**config.mk**
```make
export PLATFORM = sky130hd
export DESIGN_NAME = serial_cmd_scheduler_flat
export DESIGN_NICKNAME = d
export VERILOG_FILES = /design/src/rtl/serial_cmd_scheduler_pkg.sv /design/src/rtl/serial_cmd_scheduler_if.sv /design/src/rtl/serial_cmd_scheduler_cmd_fifo.sv /design/src/rtl/serial_cmd_scheduler.sv /design/src/flat_wrapper.sv
export SDC_FILE = /design/constraint.sdc
export NUM_CORES = 1
export LEC_CHECK = 0
export ABC_AREA = 1
export BUFFER_PORTS_ARGS = -buffer_cell sky130_fd_sc_hd__buf_4
export CAP_MARGIN = 20
export CORE_AREA = 2 2 188 190
export DETAILED_ROUTE_END_ITERATION = 12
export DIE_AREA = 0 0 190 192
export PLACE_DENSITY = 0.78
export REMOVE_ABC_BUFFERS = 1
export SLEW_MARGIN = 0
export SYNTH_ARGS = -nofsm -noshare
export SYNTH_HDL_FRONTEND = slang
export SYNTH_SLANG_ARGS = --single-unit
```
**constraint.sdc**
```tcl
create_clock -name clk -period 7.1 [get_ports clk]
set_input_delay 0.355 -clock clk [delete_from_list [all_inputs] [get_ports clk]]
set_output_delay 0.355 -clock clk [all_outputs]
set_load 0.03 [all_outputs]
```
**src/rtl/serial_cmd_scheduler_pkg.sv**
```systemverilog
// -----------------------------------------------------------------------------
// serial_cmd_scheduler_pkg
// Shared definitions for the serial command scheduler: command opcode,
// control-byte bit positions, packet byte layout, the queued command record
// and the two FSM state encodings.
// -----------------------------------------------------------------------------
package serial_cmd_scheduler_pkg;

    localparam int CMD_DATA_BIT = 32;
    localparam int PKG_PACK_NUM = 11;

    localparam logic [1:0] CTRL_OPCODE = 2'b01;

    // Control byte layout: [7:4] channel, [3] reserved, [2] mode, [1:0] opcode
    localparam int CTRL_CH_MSB   = 7;
    localparam int CTRL_CH_LSB   = 4;
    localparam int CTRL_RSV_BIT  = 3;
    localparam int CTRL_MODE_BIT = 2;
    localparam int CTRL_OP_MSB   = 1;
    localparam int CTRL_OP_LSB   = 0;

    // Byte positions inside a packet (0-3 out pattern, 4-7 freq pattern)
    localparam int BYTE_CTRL = 8;
    localparam int BYTE_SLOW = 9;
    localparam int BYTE_FAST = 10;

    typedef struct packed {
        logic [3:0]              channel;
        logic                    mode;
        logic [CMD_DATA_BIT-1:0] out_pattern;
        logic [CMD_DATA_BIT-1:0] freq_pattern;
        logic [7:0]              slow_period;
        logic [7:0]              fast_period;
    } cmd_t;

    typedef enum logic [1:0] {
        ASM_IDLE  = 2'd0,
        ASM_RECV  = 2'd1,
        ASM_CHECK = 2'd2
    } asm_state_e;

    typedef enum logic {
        DSP_IDLE  = 1'b0,
        DSP_ISSUE = 1'b1
    } dsp_state_e;

    // A packet is usable only with a clear reserved bit, the known opcode
    // and non-zero bit periods.
    function automatic logic pkt_is_valid(input logic [7:0] ctrl,
                                          input logic [7:0] slow,
                                          input logic [7:0] fast);
        return (ctrl[CTRL_RSV_BIT] == 1'b0) &&
               (ctrl[CTRL_OP_MSB:CTRL_OP_LSB] == CTRL_OPCODE) &&
               (slow != 8'd0) && (fast != 8'd0);
    endfunction

endpackage

```
**src/rtl/serial_cmd_scheduler_if.sv**
```systemverilog
// -----------------------------------------------------------------------------
// serial_cmd_scheduler_if
// Command handshake bus between the scheduler (master) and the serial-out
// engine (slave).
//   o_cmd_valid    command presented          i_cmd_ready  engine accepts it
//   o_channel      target channel (4 bits)    o_mode       0 one-shot, 1 repeat
//   o_out_pattern / o_freq_pattern            pattern words (DATA_BIT each)
//   o_slow_period / o_fast_period             bit periods in clocks
// -----------------------------------------------------------------------------
interface serial_cmd_scheduler_if
    import serial_cmd_scheduler_pkg::*;
#(
    parameter int DATA_BIT = CMD_DATA_BIT
) ();
    logic                o_cmd_valid;
    logic                i_cmd_ready;
    logic [3:0]          o_channel;
    logic                o_mode;
    logic [DATA_BIT-1:0] o_out_pattern;
    logic [DATA_BIT-1:0] o_freq_pattern;
    logic [7:0]          o_slow_period;
    logic [7:0]          o_fast_period;

    modport master (
        output o_cmd_valid, o_channel, o_mode, o_out_pattern, o_freq_pattern,
               o_slow_period, o_fast_period,
        input  i_cmd_ready
    );

    modport slave (
        input  o_cmd_valid, o_channel, o_mode, o_out_pattern, o_freq_pattern,
               o_slow_period, o_fast_period,
        output i_cmd_ready
    );
endinterface

```
**src/rtl/serial_cmd_scheduler_cmd_fifo.sv**
```systemverilog
// -----------------------------------------------------------------------------
// cmd_fifo
// Synchronous first-word-fall-through queue for assembled commands.
//   clk, rst_n      clock; asynchronous active-high reset of the pointers
//   i_wr_en/data    push (accepted when not full, or full with a pop)
//   i_rd_en         pop of the head
//   o_rd_data       current head, valid whenever o_empty is low
//   o_full/o_empty/o_count  occupancy
// -----------------------------------------------------------------------------
module cmd_fifo
    import serial_cmd_scheduler_pkg::*;
#(
    parameter int DEPTH = 4,
    parameter int WIDTH = 8
) (
    input  logic                     clk,
    input  logic                     rst_n,
    input  logic                     i_wr_en,
    input  logic [WIDTH-1:0]         i_wr_data,
    input  logic                     i_rd_en,
    output logic [WIDTH-1:0]         o_rd_data,
    output logic                     o_full,
    output logic                     o_empty,
    output logic [$clog2(DEPTH):0]   o_count
);
    localparam int AW = $clog2(DEPTH);

    // Pointers carry one extra wrap bit so full and empty are distinguishable.
    logic [AW:0]      wr_ptr_q, wr_ptr_d;
    logic [AW:0]      rd_ptr_q, rd_ptr_d;
    logic [WIDTH-1:0] mem_q [DEPTH];
    logic             wr_ok, rd_ok;

    assign o_count   = wr_ptr_q - rd_ptr_q;
    assign o_full    = (o_count == (AW+1)'(DEPTH));
    assign o_empty   = (o_count == '0);
    assign o_rd_data = mem_q[rd_ptr_q[AW-1:0]];

    always_comb begin
        rd_ok    = i_rd_en && !o_empty;
        // When full, the slot being freed by a same-cycle pop takes the write.
        wr_ok    = i_wr_en && (!o_full || rd_ok);
        wr_ptr_d = wr_ptr_q + (AW+1)'(wr_ok);
        rd_ptr_d = rd_ptr_q + (AW+1)'(rd_ok);
    end

    always_ff @(posedge clk or posedge rst_n) begin
        if (rst_n) begin
            wr_ptr_q <= '0;
            rd_ptr_q <= '0;
        end else begin
            wr_ptr_q <= wr_ptr_d;
            rd_ptr_q <= rd_ptr_d;
        end
    end

    always_ff @(posedge clk) begin
        if (wr_ok) begin
            mem_q[wr_ptr_q[AW-1:0]] <= i_wr_data;
        end
    end
endmodule

```
**src/rtl/serial_cmd_scheduler.sv**
```systemverilog
// -----------------------------------------------------------------------------
// serial_cmd_scheduler
// Assembles PACK_NUM-byte UART packets into commands, validates them, queues
// them, and dispatches them strictly in order to the serial-out engine once
// the target channel is idle.
//   clk, rst_n        clock; asynchronous active-high reset
//   i_data            received UART byte, qualified by i_rx_done_tick
//   i_ch_busy         per-channel busy flags from the engine
//   cmd               command handshake bus (master side)
//   o_err_tick        malformed packet or inter-byte timeout
//   o_overflow_tick   valid packet dropped because the queue was full
//   o_fifo_count      occupied queue entries
// -----------------------------------------------------------------------------
module serial_cmd_scheduler
    import serial_cmd_scheduler_pkg::*;
#(
    parameter int DATA_BIT    = CMD_DATA_BIT,
    parameter int PACK_NUM    = PKG_PACK_NUM,
    parameter int FIFO_DEPTH  = 4,
    parameter int TIMEOUT_CLK = 2000
) (
    input  logic                          clk,
    input  logic                          rst_n,
    input  logic [7:0]                    i_data,
    input  logic                          i_rx_done_tick,
    input  logic [15:0]                   i_ch_busy,
    serial_cmd_scheduler_if.master        cmd,
    output logic                          o_err_tick,
    output logic                          o_overflow_tick,
    output logic [$clog2(FIFO_DEPTH):0]   o_fifo_count
);
    localparam int CNT_W = $clog2(PACK_NUM);
    localparam int TMO_W = $clog2(TIMEOUT_CLK);
    localparam logic [CNT_W-1:0] LAST_IDX = CNT_W'(PACK_NUM - 1);
    localparam logic [TMO_W-1:0] TMO_LAST = TMO_W'(TIMEOUT_CLK - 1);

    asm_state_e          asm_q, asm_d;
    logic [CNT_W-1:0]    byte_cnt_q, byte_cnt_d;
    logic [TMO_W-1:0]    tmo_q, tmo_d;
    logic [7:0]          buf_q [PACK_NUM];
    logic [7:0]          buf_d [PACK_NUM];
    dsp_state_e          dsp_q, dsp_d;
    cmd_t                cmd_q, cmd_d;

    logic [DATA_BIT-1:0] asm_out_pattern, asm_freq_pattern;
    cmd_t                asm_cmd, head_cmd;
    logic [$bits(cmd_t)-1:0] head_bits;
    logic                pkt_ok, fifo_wr, fifo_rd, fifo_full, fifo_empty;

    assign asm_out_pattern  = {buf_q[3], buf_q[2], buf_q[1], buf_q[0]};
    assign asm_freq_pattern = {buf_q[7], buf_q[6], buf_q[5], buf_q[4]};

    always_comb begin
        asm_cmd.channel      = buf_q[BYTE_CTRL][CTRL_CH_MSB:CTRL_CH_LSB];
        asm_cmd.mode         = buf_q[BYTE_CTRL][CTRL_MODE_BIT];
        asm_cmd.out_pattern  = asm_out_pattern;
        asm_cmd.freq_pattern = asm_freq_pattern;
        asm_cmd.slow_period  = buf_q[BYTE_SLOW];
        asm_cmd.fast_period  = buf_q[BYTE_FAST];
    end

    // ---------------- packet assembler ----------------
    always_comb begin
        asm_d           = asm_q;
        byte_cnt_d      = byte_cnt_q;
        tmo_d           = tmo_q;
        buf_d           = buf_q;
        fifo_wr         = 1'b0;
        o_err_tick      = 1'b0;
        o_overflow_tick = 1'b0;
        pkt_ok          = pkt_is_valid(buf_q[BYTE_CTRL], buf_q[BYTE_SLOW], buf_q[BYTE_FAST]);

        case (asm_q)
            ASM_IDLE: begin
                if (i_rx_done_tick) begin
                    buf_d[0]   = i_data;
                    byte_cnt_d = CNT_W'(1);
                    tmo_d      = '0;
                    asm_d      = ASM_RECV;
                end
            end
            ASM_RECV: begin
                if (i_rx_done_tick) begin
                    buf_d[byte_cnt_q] = i_data;
                    tmo_d             = '0;
                    if (byte_cnt_q == LAST_IDX) begin
                        byte_cnt_d = '0;
                        asm_d      = ASM_CHECK;
                    end else begin
                        byte_cnt_d = byte_cnt_q + 1'b1;
                    end
                end else if (tmo_q == TMO_LAST) begin
                    o_err_tick = 1'b1;
                    tmo_d      = '0;
                    byte_cnt_d = '0;
                    asm_d      = ASM_IDLE;
                end else begin
                    tmo_d = tmo_q + 1'b1;
                end
            end
            ASM_CHECK: begin
                if (!pkt_ok) begin
                    o_err_tick = 1'b1;
                end else if (fifo_full && !fifo_rd) begin
                    o_overflow_tick = 1'b1;
                end else begin
                    fifo_wr = 1'b1;
                end
                // A tick here already belongs to the next packet; the buffer
                // slot it overwrites has been read combinationally above.
                if (i_rx_done_tick) begin
                    buf_d[0]   = i_data;
                    byte_cnt_d = CNT_W'(1);
                    tmo_d      = '0;
                    asm_d      = ASM_RECV;
                end else begin
                    asm_d = ASM_IDLE;
                end
            end
            default: asm_d = ASM_IDLE;
        endcase
    end

    // ---------------- command queue ----------------
    cmd_fifo #(
        .DEPTH (FIFO_DEPTH),
        .WIDTH ($bits(cmd_t))
    ) u_cmd_fifo (
        .clk       (clk),
        .rst_n     (rst_n),
        .i_wr_en   (fifo_wr),
        .i_wr_data (asm_cmd),
        .i_rd_en   (fifo_rd),
        .o_rd_data (head_bits),
        .o_full    (fifo_full),
        .o_empty   (fifo_empty),
        .o_count   (o_fifo_count)
    );

    assign head_cmd = cmd_t'(head_bits);

    // ---------------- in-order dispatcher ----------------
    // The head is copied into cmd_q on entry to ISSUE so the presented fields
    // stay frozen regardless of later i_ch_busy changes.
    always_comb begin
        dsp_d   = dsp_q;
        cmd_d   = cmd_q;
        fifo_rd = 1'b0;
        case (dsp_q)
            DSP_IDLE: begin
                if (!fifo_empty && !i_ch_busy[head_cmd.channel]) begin
                    cmd_d = head_cmd;
                    dsp_d = DSP_ISSUE;
                end
            end
            DSP_ISSUE: begin
                if (cmd.i_cmd_ready) begin
                    fifo_rd = 1'b1;
                    dsp_d   = DSP_IDLE;
                end
            end
            default: dsp_d = DSP_IDLE;
        endcase
    end

    assign cmd.o_cmd_valid    = (dsp_q == DSP_ISSUE);
    assign cmd.o_channel      = cmd_q.channel;
    assign cmd.o_mode         = cmd_q.mode;
    assign cmd.o_out_pattern  = cmd_q.out_pattern;
    assign cmd.o_freq_pattern = cmd_q.freq_pattern;
    assign cmd.o_slow_period  = cmd_q.slow_period;
    assign cmd.o_fast_period  = cmd_q.fast_period;

    always_ff @(posedge clk or posedge rst_n) begin
        if (rst_n) begin
            asm_q      <= ASM_IDLE;
            byte_cnt_q <= '0;
            tmo_q      <= '0;
            dsp_q      <= DSP_IDLE;
            cmd_q      <= '0;
        end else begin
            asm_q      <= asm_d;
            byte_cnt_q <= byte_cnt_d;
            tmo_q      <= tmo_d;
            dsp_q      <= dsp_d;
            cmd_q      <= cmd_d;
        end
    end

    always_ff @(posedge clk) begin
        buf_q <= buf_d;
    end
endmodule

```
**src/flat_wrapper.sv**
```systemverilog
// flat-port wrapper written by rule: the top's interface ports become plain ports
module serial_cmd_scheduler_flat import serial_cmd_scheduler_pkg::*;
#(
    parameter int DATA_BIT    = CMD_DATA_BIT,
    parameter int PACK_NUM    = PKG_PACK_NUM,
    parameter int FIFO_DEPTH  = 4,
    parameter int TIMEOUT_CLK = 2000
)
  (clk, rst_n, i_data, i_rx_done_tick, i_ch_busy, o_err_tick, o_overflow_tick, o_fifo_count, cmd_o_cmd_valid, cmd_o_channel, cmd_o_mode, cmd_o_out_pattern, cmd_o_freq_pattern, cmd_o_slow_period, cmd_o_fast_period, cmd_i_cmd_ready);
  serial_cmd_scheduler_if #(.DATA_BIT(DATA_BIT)) cmd_i ();
  input  logic clk;
  input  logic rst_n;
  input  logic [7:0] i_data;
  input  logic i_rx_done_tick;
  input  logic [15:0] i_ch_busy;
  output logic o_err_tick;
  output logic o_overflow_tick;
  output logic [$clog2(FIFO_DEPTH):0] o_fifo_count;
  output wire logic [$bits(cmd_i.o_cmd_valid)-1:0] cmd_o_cmd_valid;
  output wire logic [$bits(cmd_i.o_channel)-1:0] cmd_o_channel;
  output wire logic [$bits(cmd_i.o_mode)-1:0] cmd_o_mode;
  output wire logic [$bits(cmd_i.o_out_pattern)-1:0] cmd_o_out_pattern;
  output wire logic [$bits(cmd_i.o_freq_pattern)-1:0] cmd_o_freq_pattern;
  output wire logic [$bits(cmd_i.o_slow_period)-1:0] cmd_o_slow_period;
  output wire logic [$bits(cmd_i.o_fast_period)-1:0] cmd_o_fast_period;
  input wire logic [$bits(cmd_i.i_cmd_ready)-1:0] cmd_i_cmd_ready;
  assign cmd_o_cmd_valid = cmd_i.o_cmd_valid;
  assign cmd_o_channel = cmd_i.o_channel;
  assign cmd_o_mode = cmd_i.o_mode;
  assign cmd_o_out_pattern = cmd_i.o_out_pattern;
  assign cmd_o_freq_pattern = cmd_i.o_freq_pattern;
  assign cmd_o_slow_period = cmd_i.o_slow_period;
  assign cmd_o_fast_period = cmd_i.o_fast_period;
  assign cmd_i.i_cmd_ready = cmd_i_cmd_ready;
  serial_cmd_scheduler #(.DATA_BIT(DATA_BIT), .PACK_NUM(PACK_NUM), .FIFO_DEPTH(FIFO_DEPTH), .TIMEOUT_CLK(TIMEOUT_CLK)) u_core (.clk(clk), .rst_n(rst_n), .i_data(i_data), .i_rx_done_tick(i_rx_done_tick), .i_ch_busy(i_ch_busy), .cmd(cmd_i), .o_err_tick(o_err_tick), .o_overflow_tick(o_overflow_tick), .o_fifo_count(o_fifo_count));
endmodule
```
==> impl_metrics.toml, run 1 <==
[placed_design]
io_buffers = 118
gp_congestion = 0.806
placed_cell_area_um2 = 21800
dp_hpwl_mm = 25.5
place_inst = 2068
post-place-ws_ns = 2.40

[logic_synthesis]
syn-instance-count = 1562
synth_seq_area_share = 0.760
syn_area_um2 = 20500
synth_top_area_cell = "edfxtp_1"
synth_top_area_share = 0.627
ys_top_cells_by_area = "edfxtp_1 63%, dfrtp_1 13%, nand2_1 4.5%"
yosysWarnings = 0
synth_fa_ha_area_frac = 0.00708
synth.area.mux_share = 0.000488
synth_edf_count = 428
synth_xor_area_frac = 0.00299
ys_seq_elements = 537
yosys.area_share.simple = 0.125
ys.flop_type = "edfxtp_1"
ys_types = 39
avgSynthCellArea_um2 = 13.1
synth_compound_area_frac = 0.0723
synth_top_family_by_area = "simple AND/OR/NAND/NOR gates"
synth-async-reset-ratio = 0.203

[power]
clockPowerShare = 0.242
pwr-share-seq = 0.381
max-vdd-ir-drop_v = 0.000511
leakagePower_nw = 8.82
p_per_area_nw_per_um2 = 457
p_sw_frac = 0.395
pwr-share-comb = 0.377
internal-power_mw = 6.49
switchingPower_mw = 4.24

[clock_network]
cts_root_buf = "clkbuf_16"
clock-sinks = 537
cts_tree = "yes"
clock_latency_ns = 0.57
cts_setup_buffers = 0
ctsResizeCount = 0
numCtsBuffers = 51
clk_pin_slew_ns = 0.06
max-clock-path-buffers = 3
htree_levels = 2
cts_hold_buf = 2

[grt]
overflow = 0
grt_pass1_vias = 12953
antenna_found_initial = 0
grt_pass1_wl_mm = 69.8
grt_max_degree = 87
grt.total_usage = 0.251

[setup_path]
critPathTopFamily = "simple AND/OR/NAND/NOR gates"
cp_cell_sequence = "buf_4 > inv_4 > buf_4 > nand2_1 > a32oi_2 > inv_2 > nand3_4 > nand3_4 > nand2_1 > nand2_1"
critPathMaxFanout = 86
crit_arrival_ns = 5.16
cp.required_ns = 7.54
crit_buf_inv = 4
crit_type = "flip-flop to flip-flop"
worstSetupEndpointType = "flip-flop"
slowest_stage = "nand3_4"
cp-start-kind = "flip-flop"
slowest_delay_ns = 0.89
crit_top_cell = "nand2_1"

[sta]
whs_ns = 0.116
fmax_mhz = 212
worst_pin_slew_ns = 1.17
timing.final.ws_setup_ns = 2.38
setup_violations = 0
period_needed_ns = 4.72
finClkSkew_ns = 0.0236
finalHoldViolCount = 0
max-slew-margin-rel = 0.216
final.period_utilization = 0.665
grt_setup_unrepaired = "false"
slew_violations = 0

[layout]
fill_cells = 2314
multi_input_area_um2 = 4310
nNetsFinal = 1710
design_area_um2 = 23400
drive_above_1_share = 0.139
regArea_um2 = 15600
final-instance-count-excl-fill = 2166
fin_util = 0.684
antenna_cells = 0
area_growth_pct = 14.4

[floorplan]
start_util = 0.598
core_um2 = 34300
die_h_um = 192
fp.dieW_um = 190
dieArea_um2 = 36500
rows = 68
io_pins = 119

[drt]
drc = 0
vias = 13039
drt-pass1-iter-count = 5
drt_wl_total_mm = 45.7
ant_nets = 0
via_per_inst = 6.02
drt-initial-drc-count = 1524
wl_per_cell_um = 21.1

[run_status]
status = "finished clean"

[min_path]
hold_class = "input pin to flip-flop"

[job]
max_cap_violations = 0
## synthesized netlist by cell type, types with 2 or more instances
library cell / instances
clkbuf_1: 56
nand2_1: 243
buf_6: 4
nor3b_1: 2
nand3b_1: 6
o21ai_0: 167
dfrtp_1: 109
inv_2: 5
o22ai_1: 82
a21oi_1: 8
edfxtp_1: 428
nand3_2: 3
xor2_1: 7
nor3_1: 8
inv_1: 57
nor2_1: 198
nand4_1: 87
ha_1: 10
nand3_4: 2
buf_4: 4
nor4_1: 6
buf_2: 27
nand3_1: 27
## per-layer routing
| metal | global-route usage | routed length (um) | up-vias |
|---|---|---|---|
| met3 | 0.0318 | 3350 | 100 |
| li1 | - | - | 5866 |
| met2 | 0.421 | 22500 | 618 |
| met1 | 0.337 | 18500 | 6455 |
| met4 | 0.104 | 1420 | 0 |
| met5 | 0 | 0 | - |
## logic make-up (layout without fill, tap and decap cells)
family | after synthesis | count (layout)
muxes | 1 | 1
adders and majority gates | 11 | 11
AOI/OAI and AO/OA | 268 | 268
buffers and inverters | 154 | 303
and+or+nand+nor | 584 | 584
DFF | 537 | 537
xor gates and xnor gates | 7 | 7
## through the flow
stage / setup TNS (ns) / power [mW]
global route: 0 / 11.3
floorplan: -347.61 / 6.69
finish: 0 / 10.7
CTS: 0 / 10.8
global placement: 0 / 8.05
detailed placement: 0 / 8.19
## area by class of cell
type | count | share of cell area
flip-flops and latches | 537 | 0.665
multi-input cells | 871 | 0.184
clock buffers | 78 | 0.0631
repair buffers | 147 | 0.0485
well taps | 455 | 0.0243
inverters | 63 | 0.0104
clock inverters | 15 | 0.00534
## registers in the layout (all words and copies together), names as in the netlist, 8 cells and up
register,cells
u_core.cmd.o_fast_period,8
u_core.tmo_q,11
u_core.asm_cmd,85
u_core.u_cmd_fifo.mem_q,340
u_core.cmd.o_out_pattern,32
u_core.cmd.o_freq_pattern,32
u_core.cmd.o_slow_period,8
## power by group through the flow
stage	clock [mW]	sequential [mW]	combinational, mW
5_1_grt	2.75	4.13	4.44
4_1_cts	2.62	4.08	4.06
6_report	2.60	4.08	4.05
3_3_place_gp	0	4.13	3.92
3_5_place_dp	0	4.14	4.05
2_1_floorplan	0	4.62	2.07
## worst paths after layout
path	slack, ns	end	from	cells after the start
min	0.12	u_core.asm_cmd[24]	i_data[0]	1
max	2.38	u_core.cmd.o_freq_pattern[20]	u_core.u_cmd_fifo.rd_ptr_q[0]	10
max in group asynchronous	5.32	u_core.byte_cnt_q[3]	rst_n	4
max reg2reg	2.38	u_core.cmd.o_freq_pattern[20]	u_core.u_cmd_fifo.rd_ptr_q[0]	10
min reg2reg	0.47	u_core.cmd.o_channel[3]	u_core.cmd.o_channel[3]	2
min in group asynchronous	0.47	u_core.u_cmd_fifo.wr_ptr_q[2]	rst_n	3
## placed cells by master (no fill, tap or decap), types with 2 or more instances in the layout
master	instances
edfxtp_1	428
xor2_1	7
o22ai_1	82
clkbuf_1	19
inv_2	4
buf_6	2
dlygate4sd3_1	2
clkinv_1	5
nand4_1	87
nand3_4	4
nor2_1	194
clkbuf_8	6
nand3b_1	6
nor3_1	6
buf_4	142
inv_1	56
ha_1	10
dfrtp_1	107
inv_4	2
nor4_1	6
a21oi_1	8
clkinv_2	7
nand3_1	27
nor3_2	2
o21ai_0	167
nand2_1	243
nor3b_1	2
bufinv_16	2
nor2_4	4
clkbuf_16	53
No activity file was read; power rests on OpenSTA's default activity.
==> run 2: changes to the inputs <==
Settings changed: CORE_AREA 2 2 188 190 to 2 2 198 200, DIE_AREA 0 0 190 192 to 0 0 200 202, PLACE_DENSITY 0.78 to 0.74.
Clock period 7.1 ns to 4.3 ns, I/O delays scaled along.
==> run 2 against run 1 <==
  * Sequential share of layout area down 0.56 points
  * Critical path depth down 3
  * Design area up 0.84%
  * Cell count up 3.3%
  * Hold slack worse by 0.088 ns
  * Via count down 2.0%
  * Wire length up 1.1%
  * Largest cell class unchanged
==> impl_metrics.toml, run 2 (synthesized netlist as in run 1, its figures left out) <==
[run_status]
status = "finished clean"

[floorplan]
die_h_um = 202
io_pins = 119
start_util = 0.535
core_um2 = 38300
fp.dieW_um = 200
dieArea_um2 = 40400
rows = 72

[layout]
fin_util = 0.618
drive_above_1_share = 0.143
nNetsFinal = 1717
final_common_cell = "edfxtp_1"
final_cell_mix = "428 x edfxtp_1, 243 x nand2_1, 194 x nor2_1"
area_growth_pct = 15.4
largest_reg_flops = 340
antenna_cells = 0
fill_cells = 2828
design_area_um2 = 23600

[setup_path]
cp-start-kind = "flip-flop"
reg2regPathDepth = 12
cp.required_ns = 4.09
worstSetupEndpointType = "output pin"
r2r-start = "u_core.u_cmd_fifo.rd_ptr_q[0]"
r2r-end = "u_core.cmd.o_slow_period[3]"
critPathMaxFanout = 46
crit_type = "flip-flop to output pin"
crit_arrival_ns = 3.22
r2r_slack_ns = 0.96

[drt]
drt_wl_total_mm = 46.2
ant_nets = 0
drt-pass1-iter-count = 7
vias = 12782
via_per_inst = 5.71
wl_per_cell_um = 20.7
drt-initial-drc-count = 1489
drc = 0

[power]
p_per_area_nw_per_um2 = 760
max-vdd-ir-drop_v = 0.000595
p_total_mw = 18.0
leakagePower_nw = 8.86

[grt]
grt.total_usage = 0.232
grt_pass1_vias = 12723
grt_max_degree = 103
antenna_found_initial = 1
grt_pass1_wl_mm = 71.0
overflow = 0

[clock_network]
htree_levels = 2
cts_tree = "yes"
ctsResizeCount = 0
cts_root_buf = "clkbuf_16"
clock-sinks = 537
clock_latency_ns = 0.57
clk_pin_slew_ns = 0.06
cts_hold_buf = 5
numCtsBuffers = 53
cts_setup_buffers = 0
max-clock-path-buffers = 3

[min_path]
hold_class = "input pin to flip-flop"
min_from = "i_data[7]"
holdPathEnd = "u_core.asm_cmd[79]"
holdPathStages = 1

[sta]
grt_setup_unrepaired = "false"
period_needed_ns = 3.44
fmax_mhz = 291
whs_ns = 0.0283
max-slew-margin-rel = 0.272
finClkSkew_ns = 0.0134
worst_pin_slew_ns = 1.09
final.period_utilization = 0.800
setup_violations = 0
slew_violations = 0
timing.final.ws_setup_ns = 0.860
finalHoldViolCount = 0

[placed_design]
placed_cell_area_um2 = 21900
dp_hpwl_mm = 26.1
gp_congestion = 0.792
post-place-ws_ns = 1.03
io_buffers = 118

[job]
max_cap_violations = 0
-- run 2: cell count changes in the layout (fill, tap and decap cells not counted), moves of 3 or more --
cell           change
clkinv_1           +4
clkinvlp_4         +4
clkbuf_1           -9
buf_12             +3
dlygate4sd3_1      +3
clkbuf_8           -3
-- run 2: worst max-delay path by stage --
stage	startpoint	slack, ns	cells past startpoint	to
after floorplan	u_core.u_cmd_fifo.rd_ptr_q[0]	-3.82	9	u_core.u_cmd_fifo.mem_q[0][0]
after global placement	u_core.u_cmd_fifo.rd_ptr_q[0]	1.06	10	u_core.u_cmd_fifo.mem_q[2][47]
after detailed placement	u_core.u_cmd_fifo.rd_ptr_q[0]	1.03	12	u_core.cmd.o_slow_period[2]
after CTS	u_core.u_cmd_fifo.rd_ptr_q[0]	0.92	7	o_overflow_tick
after global routing	u_core.u_cmd_fifo.rd_ptr_q[0]	0.74	11	u_core.cmd.o_fast_period[7]
final	u_core.u_cmd_fifo.rd_ptr_q[0]	0.86	7	o_overflow_tick
-- run 2: per-stage QoR --
stage / std cells / setup TNS [ns]
floorplan: 1471 / -1535.29
global placement: 2134 / 0
detailed placement: 2136 / 0
CTS: 2237 / 0
global route: 2237 / 0
finish: 2237 / 0
-- run 2: report_power, final --
group          leakage, nW  internal (mW)  total (mW)  switching (mW)
registers             5.22           6.28        6.74           0.454
clock network        0.804           2.55        4.43            1.88
logic                 2.84           1.99        6.80            4.82
total                 8.86           10.8        18.0            7.15
-- run 2: layout make-up --
type	instances	area (um^2)	area share
Timing Repair Buffer	152	1190	0.0504
Inverter	63	241	0.0102
Clock inverter	30	267	0.0113
Multi-Input combinational cell	871	4310	0.182
Tap cell	518	648	0.0274
Sequential cell	537	15600	0.659
Clock buffer	66	1410	0.0594
-- run 2: worst max-delay path, stage by stage (launching register included) --
cell     delay (ns)
dfrtp_4        0.70
ha_1           0.29
fa_1           0.37
xor2_1         0.17
xor2_1         0.24
inv_2          0.07
nor4_1         0.53
buf_4          0.27
-- run 2: routing by layer --
layer / global-route usage / vias up / part of all wire
met5: 0 / - / 0
met4: 0.0817 / 0 / 0.029
met3: 0.0414 / 96 / 0.072
met2: 0.375 / 500 / 0.49
met1: 0.319 / 6293 / 0.41
li1: - / 5893 / -
==> run 3: changes to the inputs <==
Clock period 4.3 ns to 3 ns, I/O delays scaled along.
==> run 3 against run 2 <==
  * Sequential power is 41% higher
  * Critical path depth rose by 1
  * Die area stayed put
  * Register-to-register slack got worse by 0.81 ns
  * Total power up 47%
  * Non-clock buffer count is 20 higher
  * Combinational power is 49% higher
  * Hold slack better by 0.13 ns
  * First-iteration DRC count fell by 29%
  * Cell count is 1.1% higher
  * Largest cell class unchanged
  * Largest power group unchanged
==> impl_metrics.toml, run 3 (synthesized netlist as in run 1, its figures left out) <==
[clock_network]
max-clock-path-buffers = 3
clock_latency_ns = 0.60
cts_root_buf = "clkbuf_16"
htree_levels = 2
numCtsBuffers = 53
clock-sinks = 537
cts_tree = "yes"
clk_pin_slew_ns = 0.06

[setup_path]
crit_arrival_ns = 2.74
critPathMaxFanout = 3
worstSetupEndpointType = "output pin"
startpoint = "u_core.u_cmd_fifo.wr_ptr_q[0]"
cp-start-kind = "flip-flop"
crit_type = "flip-flop to output pin"
cp.required_ns = 2.85
slowest_stage = "dfrtp_1"
slowest_delay_ns = 0.39
crit_top_cell = "xor2_1"
cp_cell_sequence = "inv_1 > ha_1 > fa_1 > xor2_1 > xor2_1 > inv_2 > nor4_4 > buf_4"
r2r-start = "u_core.u_cmd_fifo.wr_ptr_q[0]"

[drt]
drc = 0
vias = 12764
ant_nets = 0
drt_wl_total_mm = 44.7
wl_per_cell_um = 19.8
via_per_inst = 5.64
drt-initial-drc-count = 1064
drt-pass1-iter-count = 5

[sta]
fmax_mhz = 346
max-slew-margin-rel = 0.395
finClkSkew_ns = 0.0199
setup_violations = 0
period_needed_ns = 2.89
whs_ns = 0.157
worst_pin_slew_ns = 0.907
finalHoldViolCount = 0
slew_violations = 0
final.period_utilization = 0.964

[layout]
area_growth_pct = 17.6
drive_above_1_share = 0.151
final_common_cell = "edfxtp_1"
largest_reg_flops = 340
nNetsFinal = 1737
design_area_um2 = 24100
final_cell_mix = "428 x edfxtp_1, 243 x nand2_1, 194 x nor2_1"

[floorplan]
start_util = 0.535
rows = 72
core_um2 = 38300
fp.dieW_um = 200
die_h_um = 202
dieArea_um2 = 40400
io_pins = 119

[grt]
grt_max_degree = 124
grt_pass1_wl_mm = 69.0
overflow = 0
grt.total_usage = 0.226
antenna_found_initial = 1
grt_pass1_vias = 12597

[power]
max-vdd-ir-drop_v = 0.00103
p_total_mw = 26.4
leakagePower_nw = 9.08
p_per_area_nw_per_um2 = 1100

[placed_design]
gp_congestion = 0.820
io_buffers = 118
placed_cell_area_um2 = 22100
dp_hpwl_mm = 25.6

[min_path]
hold_class = "input pin to asynchronous set/reset pin"

[job]
max_cap_violations = 0

[run_status]
status = "finished clean"
[run 3: cell count changes in the layout (fill, tap and decap cells not counted), moves of 2 or more]
cell / before / now
clkinv_2: 9 / 7
clkbuf_1: 10 / 12
dlygate4sd3_1: 5 / 11
clkbuf_8: 3 / 5
buf_12: 3 / 13
bufinv_16: 4 / 8
buf_4: 142 / 148
clkinvlp_4: 5 / 2
[run 3: through the flow]
step	setup TNS, ns	setup WS, ns	util	cells
global route	-0.00849	-0.00286	0.629	2261
detailed placement	0	0.239	0.578	2149
finish	0	0.107	0.629	2262
floorplan	-2103.24	-5.12	-	1471
CTS	0	0.0785	0.629	2260
global placement	0	0.276	0.578	2149
[run 3: final cells by class]
type | instances | area, um^2
sequential | 537 | 15600
fill | 2822 | 14200
multi-input combinational | 871 | 4320
timing repair buffer | 172 | 1480
clock buffer | 70 | 1440
tap | 518 | 648
clock inverter | 30 | 377
inverter | 63 | 241
antenna | 1 | 2.50
[run 3: metal layers]
layer,vias to the layer above,share of wire,track usage,routed length [um]
met5,-,0,0,0
met3,84,0.073,0.0414,3290
li1,5946,-,-,-
met1,6250,0.42,0.312,18800
met2,484,0.48,0.360,21300
met4,0,0.031,0.0881,1390
[run 3: worst paths after layout]
| kind | to | slack, ns | cells past startpoint |
|---|---|---|---|
| min reg2reg | u_core.cmd.o_freq_pattern[21] | 0.47 | 2 |
| max reg2reg | u_core.u_cmd_fifo.mem_q[2][52] | 0.15 | 11 |
| max | o_overflow_tick | 0.11 | 8 |
| max in group asynchronous | u_core.cmd.o_channel[0] | 1.77 | 4 |
| min | u_core.u_cmd_fifo.rd_ptr_q[2] | 0.16 | 3 |
| min in group clk | u_core.cmd.o_channel[3] | 0.16 | 10 |
[run 3: critical path: cells and delay by family (launching register included)]
kind	cells	cell delay [ns]
xor gates and xnor gates	2	0.44
and+or+nand+nor	1	0.33
adders and majority gates	2	0.59
buffers and inverters	3	0.41
DFF	1	0.39
[run 3: timing repair]
action / CTS / global route
hold buffers: 11 / 0
cloned: 0 / 0
hold endpoints to repair: 120 / 0
pin swaps: 0 / 1
gates resized for setup: 1 / 1
setup buffers: 0 / 1
setup endpoints to repair: 1 / 1
[run 3: power breakdown]
| part | switching [mW] | internal (mW) | leakage (nW) |
|---|---|---|---|
| sequential | 0.480 | 9.01 | 5.22 |
| combinational | 7.02 | 3.10 | 2.97 |
| clock | 2.75 | 4.08 | 0.882 |
